## config.mk

```make
export PLATFORM = sky130hd
export DESIGN_NAME = uart_tx_feeder
export DESIGN_NICKNAME = d
export VERILOG_FILES = /design/src/rtl/uart_tx_feeder.sv
export SDC_FILE = /design/constraint.sdc
export NUM_CORES = 1
export LEC_CHECK = 0
export ABC_AREA = 1
export CORE_UTILIZATION = 40
export CTS_BUF_LIST = sky130_fd_sc_hd__clkbuf_4
export DETAILED_ROUTE_END_ITERATION = 10
export GPL_TIMING_DRIVEN = 0
export MAX_ROUTING_LAYER = met4
export SLEW_MARGIN = 15
export SYNTH_ARGS = -nofsm -noshare
export SYNTH_HDL_FRONTEND = slang
export SYNTH_SLANG_ARGS = --single-unit
```

## constraint.sdc

```tcl
create_clock -name clk -period 3.1 [get_ports clk]
set_input_delay 0.62 -clock clk [delete_from_list [all_inputs] [get_ports clk]]
set_output_delay 0.62 -clock clk [all_outputs]
set_load 0.02 [all_outputs]
```

## src/rtl/uart_tx_feeder.sv

```systemverilog
// Byte FIFO plus a three-state sequencer that feeds a UART transmitter.
// Producer side is a valid/ready handshake. Transmitter side is a
// tx_start pulse, a registered tx_data byte and a tx_done acknowledge.
module uart_tx_feeder #(
  parameter int unsigned DATA_BITS = 8,
  parameter int unsigned DEPTH     = 16,
  parameter int unsigned ADDR_W    = $clog2(DEPTH)
) (
  input  logic                 clk,
  input  logic                 rst,
  input  logic                 in_valid,
  input  logic [DATA_BITS-1:0] in_data,
  output logic                 in_ready,
  input  logic                 flush,
  output logic                 tx_start,
  output logic [DATA_BITS-1:0] tx_data,
  input  logic                 tx_done,
  output logic [ADDR_W:0]      count,
  output logic                 busy
);

  localparam logic [ADDR_W:0] FullCount = (ADDR_W + 1)'(DEPTH);

  typedef enum logic [1:0] {
    StIdle,
    StStart,
    StWait
  } state_e;

  state_e               state_q, state_d;
  logic [ADDR_W-1:0]    wr_ptr_q, rd_ptr_q;
  logic [ADDR_W:0]      count_q;
  logic [DATA_BITS-1:0] tx_data_q;
  logic [DATA_BITS-1:0] mem_q [DEPTH];

  logic full, empty, push, pop;

  assign full     = (count_q == FullCount);
  assign empty    = (count_q == '0);
  assign in_ready = !full && !flush && !rst;
  assign push     = in_valid && in_ready;

  // Next-state logic; pop is asserted only when the FSM launches a new byte.
  always_comb begin
    state_d = state_q;
    pop     = 1'b0;
    unique case (state_q)
      StIdle: begin
        if (!empty && !flush) begin
          pop     = 1'b1;
          state_d = StStart;
        end
      end
      StStart: begin
        state_d = StWait;
      end
      StWait: begin
        if (tx_done) begin
          if (!empty && !flush) begin
            pop     = 1'b1;
            state_d = StStart;
          end else begin
            state_d = StIdle;
          end
        end
      end
      default: begin
        state_d = StIdle;
      end
    endcase
  end

  // FSM state, output byte register, pointers and occupancy.
  always_ff @(posedge clk) begin
    if (rst) begin
      state_q   <= StIdle;
      wr_ptr_q  <= '0;
      rd_ptr_q  <= '0;
      count_q   <= '0;
      tx_data_q <= '0;
    end else begin
      state_q <= state_d;
      if (pop) begin
        tx_data_q <= mem_q[rd_ptr_q];
      end
      // Flush wipes the queue but leaves the in-flight byte and FSM alone.
      if (flush) begin
        wr_ptr_q <= '0;
        rd_ptr_q <= '0;
        count_q  <= '0;
      end else begin
        if (push) begin
          wr_ptr_q <= wr_ptr_q + ADDR_W'(1);
        end
        if (pop) begin
          rd_ptr_q <= rd_ptr_q + ADDR_W'(1);
        end
        if (push && !pop) begin
          count_q <= count_q + (ADDR_W + 1)'(1);
        end else if (pop && !push) begin
          count_q <= count_q - (ADDR_W + 1)'(1);
        end
      end
    end
  end

  // Storage array; no reset needed since only written slots are ever read.
  always_ff @(posedge clk) begin
    if (push) begin
      mem_q[wr_ptr_q] <= in_data;
    end
  end

  assign tx_start = (state_q == StStart);
  assign busy     = (state_q != StIdle);
  assign tx_data  = tx_data_q;
  assign count    = count_q;

endmodule

```

; ---- After elaboration in Yosys (flattened, before gate mapping)
; Memory sizes are Yosys's and may differ from the RTL's. A register that Yosys moved wholly into a read port is not among the register bits.
; Index checks and enable logic that the tools add are counted.
[totals]
register_bits = 15
ram_bits = 128
input_bits = 13
output_inout_bits = 16
wordCells = 43
memories = 1
[op_classes]
add_sub_neg = 4
n_eq_ne = 5
mux = 11
reduce_logical = 18
[mem_list]
columns = name, depth, width, rd, rd_clocked_by_memory_dff, wr, line
row1 = mem_q, 16, 8, 1, 1, 1, 34  ; logic [DATA_BITS-1:0] mem_q [DEPTH];
[ops]
columns = operator, n
row1 = two-way mux 5 bit, 2
row2 = adder 4 x 1 -> 4 bit (second input constant), 2
row3 = logical AND 1 bit, 6
row4 = zero test 1 bit, 6
row5 = one-hot mux 2 bit (3 select lines), 1
row6 = adder 5 x 1 -> 5 bit (second input constant), 1
row7 = == test 5 bit (second input constant), 1
row8 = zero test 5 bit, 1
row9 = two-way mux 1 bit, 5
row10 = subtractor 5 x 1 -> 5 bit (second input constant), 1
row11 = two-way mux 2 bit, 2
row12 = inequality test 2 bit (second input constant), 2
row13 = nonzero test 2 bit, 2
row14 = == test 2 x 1 -> 1 bit (second input constant), 1
row15 = == test 2 bit (second input constant), 1
row16 = zero test 2 bit, 1
row17 = one-hot mux 1 bit (2 select lines), 1
row18 = AND reduction 2 bit, 1
row19 = OR reduction 2 bit, 1

; ---- Longest topological paths before layout
[logic_depth]
depth_word = 9
depth_mapped = 15
depth_no_buf = 14

; ---- Worst setup path before layout
; OpenSTA, ideal clock, no wires.
[synth_timing]
path_type = input to register
start = in flush
end = reg count_q[4], in the netlist count[4]
setup_ns = 0.072
arrival_ns = 2.260
t_required_ns = 3.028
path_slack_ns = 0.768
cell_stages = 13
path_cell_list = nor2_4 nand3_1 inv_1 ha_1 inv_1 fa_1 a21oi_1 nor2_1 nor2_1 nand2_1 nand2_1 nand2_1 a21oi_1
[synth_via]
elab_cells_between_ends = 15
classes_between = mux: 4 / reduce/logical: 11
[synth_lines]
columns = element, line
row1 = start: declaration, 14  ; input logic flush,
row2 = zero test 1 bit *, 40  ; assign in_ready = !full && !flush && !rst;
row3 = logical AND 1 bit * (2 in a row), 40
row4 = logical AND 1 bit *, 41  ; assign push = in_valid && in_ready;
row5 = net push, 36  ; logic full, empty, push, pop;
row6 = zero test 1 bit, 100  ; end else if (pop && !push) begin
row7 = logical AND 1 bit, 100
row8 = nonzero test 2 bit (no source line), -
row9 = end signal: assignment, 99  ; count_q <= count_q + (ADDR_W + 1)'(1);
row10 = end signal: assignment, 101  ; count_q <= count_q - (ADDR_W + 1)'(1);
row11 = end: declaration, 32  ; logic [ADDR_W:0] count_q;
; The timed path passes the listed nets; every way through them passes the cells marked *.
; A chain may end at the register's enable or synchronous reset.

; ---- Worst setup path in the final report
[layout_timing]
start = in flush
end = out in_ready
[layout_via]
elab_chain_len = 3
[layout_lines]
columns = element, line
row1 = zero test 1 bit, 40
row2 = logical AND 1 bit (2 in a row), 40
row3 = end: declaration, 13  ; output logic in_ready,
; Every way passes these cells.

==> metrics.txt <==
Data required, critical path=2.48 ns; vias after detailed routing=4688; Yosys top cell area share=0.578; Synth Register Bits=151; worst vdd ir=304 uV; synth unique cells=26; commonest non-fill, non-tap cell in the layout=nand2_1; CTS clk-pin slew, worst paths=0.12 ns; Gate power share=0.126; clk buf depth=2; Final WS setup=0.449 ns; Clock power frac=0.310; worst-skew pair later-pin latency=0.55 ns; Root Buffer=clkbuf_4; main combinational cell family by area after synthesis=simple AND/OR/NAND/NOR gates; die area=0.0171 mm2; Compound-Gate Fraction of Synth Area=0.0226; Tcrit/Tclk final=0.855; CP Class=in -> out; Avg Cell Area, Syn=9.86 um2; hold slack=0.485 ns; CTS sink count=151; vias in the first global route=4604; CP Launch Type=input pin; worst hold path class=reg -> reg; Overflow after GRT=0; Syn Std Cell Area=0.00665 mm2; iteration-0 DRC count of the detailed router=448; hold buffers post-CTS=0; largest net degree at the start of global routing=17; part of the power in registers=0.564; Synth Area in Simple Gates=0.219; crit end category=output pin; I/O pin count=29; final hold vios=0; Post-DRT Antenna Nets=0; overall routing resource usage=0.217; fin crit period=2.65 ns; Synth area leader=edfxtp_1; CTS H-tree depth=4; critical path peak fanout=7; setup TNS=0 ns; Tightest Pin Transition=0.975 ns; Synthesis Warnings=0; unrepaired setup endpoints after global routing=no; mux cell area share after synthesis=0; worst slack, placed=-0.0931 ns; Gate Count Post-Synth=674; Filler cells=1518; row count=46; CP max-delay cell=clkdlybuf4s50_1; Leak Pwr=3.08 nW; Synth Area in XOR/XNOR=0.00923; Worst Path Arrival=2.03 ns; status=completed; Crit path top cell by count=clkdlybuf4s50_1; total CTS buffers=17; pwr dens=534 mW/mm2; met1 WL=7100 um; Max-cap violations=0; Sw Ratio=0.257; CP peak stage delay=0.59 ns; WL/cell=17.0 um; CTS tree=done; first-pass GRT wire length=25400 um; post-synthesis adder-cell area fraction=0.0200; IO buf count=28; Final Setup Violations=0; Die Y=131 um; Post CTS Setup Buffer Count=0; Initial Util=0.414; post-cts sizing count=0; sequential share of the synthesized area=0.648; Residual DRC=0; GP Congestion=0.940; Layout area overhead=12.7%; relative slew slack=0.347; WL met2=7420 um; clk_skew=0.0174 ns; via density per instance=4.93; fraction of layout cells with a size suffix above 1=0.0790; Max Fclk=377 MHz; Core ar.=0.0161 mm2; top sig layer=met4; CP cell instances=clkdlybuf4s50_1 -> nor2_4 -> nand2_1 -> inv_1 -> clkdlybuf4s50_1; Slew Viols, Final=0; Sw Pwr=1.03 mW; initial antenna violation count=1; fin util=0.466; fin nets=744; Pint=2.97 mW; Post-Syn Nets=697; DRT Wirelength=16200 um; Area contributors post-synth=edfxtp_1 (58%), nand2_1 (13%), nand3_1 (7.0%); commonest non-fill, non-tap cells in the layout=nand2_1 (224), edfxtp_1 (128), inv_1 (97); die width=131 um; drt first pass iters=6; wire length on met3=1160 um; DP HPWL=11400 um
## area by class of cell
class | count | area, um2 | share of cell area
antenna | 1 | 2.50 | 0.000334
buffer | 29 | 165 | 0.0220
clock buffer | 18 | 135 | 0.0180
clock inverter | 14 | 158 | 0.0210
inverter | 101 | 379 | 0.0506
multi-input combinational | 393 | 1800 | 0.240
sequential | 151 | 4300 | 0.575
tap | 216 | 270 | 0.0361
timing repair buffer | 28 | 280 | 0.0374
## metrics by stage
stage / instance area [um2] / instances / power (mW)
6_report: 7490 / 951 / 4.00
5_1_grt: 7490 / 951 / 4.17
4_1_cts: 7490 / 950 / 4.02
3_5_place_dp: 7200 / 918 / 2.80
3_3_place_gp: 7200 / 918 / 2.79
2_1_floorplan: 6650 / 674 / 2.60
## power groups by stage
stage / sequential [mW] / combinational (mW) / clock, mW
2_1_floorplan: 2.33 / 0.268 / 0
3_3_place_gp: 2.30 / 0.493 / 0
3_5_place_dp: 2.30 / 0.502 / 0
4_1_cts: 2.26 / 0.505 / 1.26
5_1_grt: 2.26 / 0.565 / 1.35
6_report: 2.25 / 0.503 / 1.24
## flip-flops by register name, summed over array words and instances, names as in the netlist
signal / flops
tx_data: 8
state_q: 2
wr_ptr_q: 4
rd_ptr_q: 4
mem_q: 128
count: 5
## cells by family after synthesis
family | Yosys count
AO/OA/AOI/OAI | 29
XOR/XNOR | 7
adder cells (fa/ha/maj) | 10
buffers and inverters | 130
flip-flops | 151
AND/OR/NAND/NOR | 347
## synthesized netlist by cell type
library cell / n
nand4_1: 2
nor2_4: 1
nand2_1: 224
buf_2: 15
edfxtp_1: 128
buf_1: 2
dfxtp_1: 23
clkbuf_1: 3
nand3b_4: 1
a211oi_1: 1
nor2_1: 24
o21bai_1: 1
xnor2_1: 1
inv_2: 2
ha_1: 9
o21ai_0: 6
nand2_2: 1
fa_1: 1
buf_4: 8
inv_1: 97
a21oi_1: 21
buf_6: 1
nand3_1: 93
clkinv_1: 2
or2_1: 1
xor2_1: 6
## critical path: cells and delay by family
family	cells	cell delay (ns)
buf+inv	3	1.10
simple gates	2	0.31
## final timing paths
| kind | startpoint | endpoint | slack, ns | cells after the start |
|---|---|---|---|---|
| worst max-delay path | flush | in_ready | 0.45 | 5 |
| worst min-delay path | state_q[0]$_SDFFE_PP0P_ | state_q[1]$_SDFFE_PP0P_ | 0.49 | 1 |
| worst max register to register | count[0]$_SDFFE_PP0P_ | count[4]$_SDFFE_PP0P_ | 0.61 | 14 |
| worst min register to register | state_q[0]$_SDFFE_PP0P_ | state_q[1]$_SDFFE_PP0P_ | 0.49 | 1 |
## per-layer routing
metal	up-vias	track usage
li1	2280	-
met1	2216	0.277
met2	158	0.322
met3	34	0.0586
met4	0	0.102
met5	-	-
No activity file was read; power rests on OpenSTA's default activity.
